File: config.mk
export PLATFORM = sky130hd
export DESIGN_NAME = mem_arbiter
export DESIGN_NICKNAME = d
export VERILOG_FILES = /design/src/rtl/mem_arbiter.sv
export SDC_FILE = /design/constraint.sdc
export NUM_CORES = 1
export LEC_CHECK = 0
export BUFFER_PORTS_ARGS = -buffer_cell sky130_fd_sc_hd__buf_2
export CAP_MARGIN = 10
export CELL_PAD_IN_SITES_DETAIL_PLACEMENT = 0
export CELL_PAD_IN_SITES_GLOBAL_PLACEMENT = 1
export CORE_MARGIN = 10
export CORE_UTILIZATION = 29
export DETAILED_ROUTE_END_ITERATION = 10
export PLACE_DENSITY = 0.81
export SLEW_MARGIN = 20
export SYNTH_ARGS = -nofsm -noshare
export SYNTH_HDL_FRONTEND = slang
export SYNTH_SLANG_ARGS = --single-unit
File: constraint.sdc
create_clock -name clock -period 1.45 [get_ports clock]
set_input_delay 0.145 -clock clock [delete_from_list [all_inputs] [get_ports clock]]
set_output_delay 0.145 -clock clock [all_outputs]
set_load 0.01 [all_outputs]
File: src/rtl/mem_arbiter.sv
// Two-requester (CPU / program loader) arbiter in front of a synchronous single-port RAM.
// Round-robin under contention; each transaction takes three cycles: IDLE, ACCESS, RESP.
`timescale 1ns/1ps
module mem_arbiter #(
  parameter int AW = 8,
  parameter int DW = 16
) (
  input  logic          clock,
  input  logic          reset,
  input  logic          cpu_req,
  input  logic          cpu_we,
  input  logic [AW-1:0] cpu_addr,
  input  logic [DW-1:0] cpu_wdata,
  output logic          cpu_ack,
  input  logic          ldr_req,
  input  logic          ldr_we,
  input  logic [AW-1:0] ldr_addr,
  input  logic [DW-1:0] ldr_wdata,
  output logic          ldr_ack,
  output logic [DW-1:0] rdata,
  output logic [1:0]    grant,
  output logic          mem_en,
  output logic          mem_we,
  output logic [AW-1:0] mem_addr,
  output logic [DW-1:0] mem_wdata,
  input  logic [DW-1:0] mem_rdata
);

  typedef enum logic [1:0] {IDLE, ACCESS, RESP} state_t;

  state_t        state, state_nx;
  logic          take;
  logic          win_ldr;
  logic          last_ldr;
  logic          own_ldr;
  logic          lat_we;
  logic [AW-1:0] lat_addr;
  logic [DW-1:0] lat_wdata;
  logic [DW-1:0] rdata_q;

  // Under contention the loader wins only if the CPU owned the previous transaction.
  always_comb begin
    state_nx = state;
    take     = 1'b0;
    win_ldr  = 1'b0;
    case (state)
      IDLE: begin
        if (cpu_req || ldr_req) begin
          take     = 1'b1;
          win_ldr  = ldr_req && (!cpu_req || !last_ldr);
          state_nx = ACCESS;
        end
      end
      ACCESS:  state_nx = RESP;
      RESP:    state_nx = IDLE;
      default: state_nx = IDLE;
    endcase
  end

  always_ff @(posedge clock or negedge reset) begin
    if (!reset) begin
      state <= IDLE;
    end else begin
      state <= state_nx;
    end
  end

  // Winner's request is captured once; inputs are ignored until the next IDLE sample.
  always_ff @(posedge clock or negedge reset) begin
    if (!reset) begin
      last_ldr  <= 1'b1;
      own_ldr   <= 1'b0;
      lat_we    <= 1'b0;
      lat_addr  <= '0;
      lat_wdata <= '0;
      rdata_q   <= '0;
    end else begin
      if (take) begin
        last_ldr  <= win_ldr;
        own_ldr   <= win_ldr;
        lat_we    <= win_ldr ? ldr_we    : cpu_we;
        lat_addr  <= win_ldr ? ldr_addr  : cpu_addr;
        lat_wdata <= win_ldr ? ldr_wdata : cpu_wdata;
      end
      if (state == RESP && !lat_we) begin
        rdata_q <= mem_rdata;
      end
    end
  end

  // RAM data arrives during RESP, so it is passed straight through alongside the ack.
  assign rdata     = (state == RESP && !lat_we) ? mem_rdata : rdata_q;
  assign grant     = (state == ACCESS || state == RESP) ? (own_ldr ? 2'b10 : 2'b01) : 2'b00;
  assign mem_en    = (state == ACCESS);
  assign mem_we    = (state == ACCESS) && lat_we;
  assign mem_addr  = lat_addr;
  assign mem_wdata = lat_wdata;
  assign cpu_ack   = (state == RESP) && !own_ldr;
  assign ldr_ack   = (state == RESP) && own_ldr;

endmodule

== Yosys cells after proc, flatten, opt, wreduce, memory -nomap -nowiden ==
Index checks and enable logic that the tools add are counted.

* Flip-flop bits (word level): 45
* Input bits: 70
* Word-level logic and storage cells: 35

* Eq/ne operators: 3
* Muxes and demuxes: 12
* Reduce and logical (&&, ||, !) cells: 13

{| class="wikitable"
|+ Operator list
! kind !! number
|-
| 16-bit two-way mux || 2
|-
| 8-bit two-way mux || 1
|-
| 2-bit two-way mux || 3
|-
| 1-bit logical AND || 5
|-
| 1-bit two-way mux || 5
|-
| 1-bit zero test || 4
|-
| 2-bit case mux with 2 select lines || 1
|-
| 1-bit logical OR || 3
|-
| 2-bit by 1-bit equality test with 1-bit output, second input constant || 1
|-
| 2-bit equality test, second input constant || 1
|-
| 2-bit zero test || 1
|-
| 2-bit inequality test, second input constant || 1
|}

== Longest topological paths before layout ==
* Word-level depth: 6
* Mapped depth: 7
* Depth with buffers taken out: 5

== Least setup slack after synthesis ==
No wires, ideal clock.

* Path kind: reg-to-output
* Start point: register state[0]
* End point: output port rdata[10]
* Arrival: 1.409 ns
* Setup slack: -0.104 ns
* Cell stages (with the launch flop): 7
* Buffers on the path: 2
* Cell sequence: dfrtp_1 > inv_1 > ha_1 > nand2b_1 > buf_2 > buf_2 > mux2_2

* Cells in the longest elaborated chain, start to end: 3

{| class="wikitable"
|+ Ends and longest elaborated chain
! what !! line !! source
|-
| from (decl) || 31 || <nowiki>state_t state, state_nx;</nowiki>
|-
| from (signal assigned) || 64 || <nowiki>state <= state_nx;</nowiki>
|-
| 2-bit equality test || 92 || <nowiki>assign rdata = (state == RESP && !lat_we) ? mem_rdata : rdata_q;</nowiki>
|-
| 1-bit logical AND || 92 ||
|-
| 16-bit two-way mux || - ||
|-
| to (decl) || 20 || <nowiki>output logic [DW-1:0] rdata,</nowiki>
|}

No other way between the ends.

== Worst setup path after layout ==
* Start point: register state[1]
* End point: output port rdata[15]

Same word-level chain as after synthesis.

==> impl_metrics.json <==
{
  "worst_setup_path_start_kind": "flop",
  "period_needed_ns": 1.76,
  "ys.warnings.count": 0,
  "synth_area_um2": 2150,
  "path_max_fanout": 8,
  "die_area_um2": 11300,
  "final_common_cell": "buf_2",
  "syn_avg_cell_area_um2": 10.7,
  "violations": "negative setup slack",
  "slew_headroom": 0.734,
  "total_power_uw": 7640,
  "final_layout_size_suffix_gt1_frac": 0.537,
  "path_clk_slew_ns": 0.09,
  "htree_levels": 2,
  "dpl.hpwl_um": 4940,
  "clock_skew_ns": 0.00186,
  "critPathMaxStageDelay_ns": 0.42,
  "powerDensity_nw_per_um2": 2190,
  "overflow": 0,
  "crit_type": "flop to output port",
  "ios": 116,
  "drv_cap": 0,
  "worst_slack_ns": -0.306,
  "fin_crit_sh": 1.21,
  "ys_types": 20,
  "setup_viol": 45,
  "ant_nets": 0,
  "grt_pass1_wl_um": 11100,
  "cp.depth": 5,
  "grt_pass1_vias": 2146,
  "syn_nets": 275,
  "rsz0062_at_grt": "yes",
  "antenna_found_initial": 0,
  "netlist_instances": 202,
  "area_growth_pct": 62.1,
  "tns_ns": -8.91,
  "tightestPinTransition_ns": 0.400,
  "portBuffers": 115,
  "cts-root-buf": "clkbuf_8",
  "peakVddDrop_mv": 0.768,
  "drt-pass1-iter-count": 4,
  "crit_required_ns": 1.31,
  "cp_top_family": "flip-flops",
  "status": "finished with violations",
  "final_util": 0.482,
  "cts_tree": "built",
  "drc": 0,
  "core_area_um2": 7250,
  "die_w_um": 106,
  "drt_iter0_markers": 61,
  "viasPerCell": 4.59,
  "path_cells": "ha_4, nand2b_4, buf_16, mux2_4, buf_6",
  "die_h_um": 106,
  "hold_viol": 0,
  "reg2regPathDepth": 7,
  "n_antenna_cell": 0,
  "worstHoldPathType": "input pin to flop",
  "cp-end-kind": "output port",
  "wire_per_inst_um": 16.8,
  "cp.arrival_ns": 1.61,
  "wirelength_um": 7300,
  "rows": 31,
  "leakagePower_uw": 0.00167,
  "initial_core_util": 0.297,
  "path_buf_inv": 2,
  "final_nets": 407,
  "cts_buffers": 5,
  "fmax_mhz": 569,
  "placed_cell_area_um2": 2890,
  "holdPathStages": 2,
  "yosys_register_bits": 45,
  "gp_congestion": 0.703,
  "n_fill_cell": 710,
  "final_area_um2": 3490,
  "grt_max_degree": 52,
  "mostFrequentLayoutCells": "99 x buf_2, 44 x dfrtp_1, 26 x nor2_1",
  "grt_usage": 0.120,
  "clk_path_buf_depth": 2,
  "slowest_stage": "dfrtp_1",
  "clk_latency_ns": 0.29,
  "dr_total_vias": 1992,
  "clock_sinks": 45,
  "synth-seq-area-share": 0.523,
  "maxSlewViolCount": 0
}
[power breakdown]
group,switching (uW),internal [uW],total [uW]
sequential,291,1900,2190
clock,435,561,996
combinational,2000,2450,4450
total,2730,4910,7640
[cell usage after synthesis, drive strengths merged]
master / n / area, um2
nand2: 2 / 7.51
buf: 6 / 55.1
mux2: 17 / 191
a21boi: 1 / 7.51
dfstp: 1 / 26.3
a31oi: 25 / 156
nor2: 26 / 97.6
o21a: 1 / 7.51
inv: 4 / 15.0
and2: 4 / 27.5
ha: 3 / 37.5
o22ai: 2 / 12.5
o21ai: 25 / 125
dfrtp: 44 / 1100
or3b: 25 / 219
clkbuf: 13 / 48.8
nand2b: 1 / 6.26
nor2b: 2 / 12.5
[sequential cells by signal, summed over array words and instances (netlist names)]
signal,flops
state,2
lat_we,1
mem_wdata,16
rdata_q,16
last_ldr,1
own_ldr,1
mem_addr,8
[path summary, 6_finish.rpt]
path	startpoint	endpoint	slack, ns
setup / recovery	state[1]	rdata[15]	-0.31
hold / removal	mem_rdata[8]	rdata_q[8]	0.1
setup reg to reg	state[1]	mem_addr[2]	-0.20
hold reg to reg	last_ldr	last_ldr	0.49
max in group asynchronous	reset	mem_addr[1]	0.67
min in group asynchronous	reset	rdata_q[3]	0.31
[final cells by class]
class                           instances  area, um2  area share
Sequential cell                        45       1130       0.323
Timing Repair Buffer                  144       1050       0.302
Multi-Input combinational cell        134       1050       0.301
Tap cell                               99        124      0.0355
Clock buffer                            6       82.6      0.0236
Clock inverter                          2       37.5      0.0107
Inverter                                4       17.5     0.00501
[stage by stage]
step	cells	setup WS [ns]	hold WS, ns
4_1_cts	426	-0.309	0.0855
3_5_place_dp	407	-0.148	0.0817
5_1_grt	434	-0.364	0.0787
3_3_place_gp	407	-0.0730	0.0860
6_report	434	-0.306	0.0986
2_1_floorplan	202	0.00661	-0.151
[kinds of logic (layout without fill, tap and decap cells)]
group | after synthesis | in the layout | synth area share
buf+inv | 23 | 156 | 0.0552
flops | 45 | 45 | 0.523
mux | 17 | 17 | 0.0888
fa+ha+maj | 3 | 3 | 0.0174
compound gates | 54 | 54 | 0.143
simple gates | 60 | 60 | 0.172
[layer usage]
layer  GRT usage  routed length (um)
met1       0.133                2930
met2       0.219                3810
met3      0.0362                 463
met4      0.0319                  97
met5           0                   0
[timing repair]
| action | in CTS | in global routing |
|---|---|---|
| buffers inserted | 7 | 5 |
| endpoints found under the hold margin | 12 | 0 |
| resized for setup | 45 | 7 |
| setup endpoints to repair | 43 | 49 |
| hold buffers | 1 | 0 |
| pin swaps | 27 | 2 |
| gates cloned | 3 | 3 |
No activity file was read; power rests on OpenSTA's default activity.
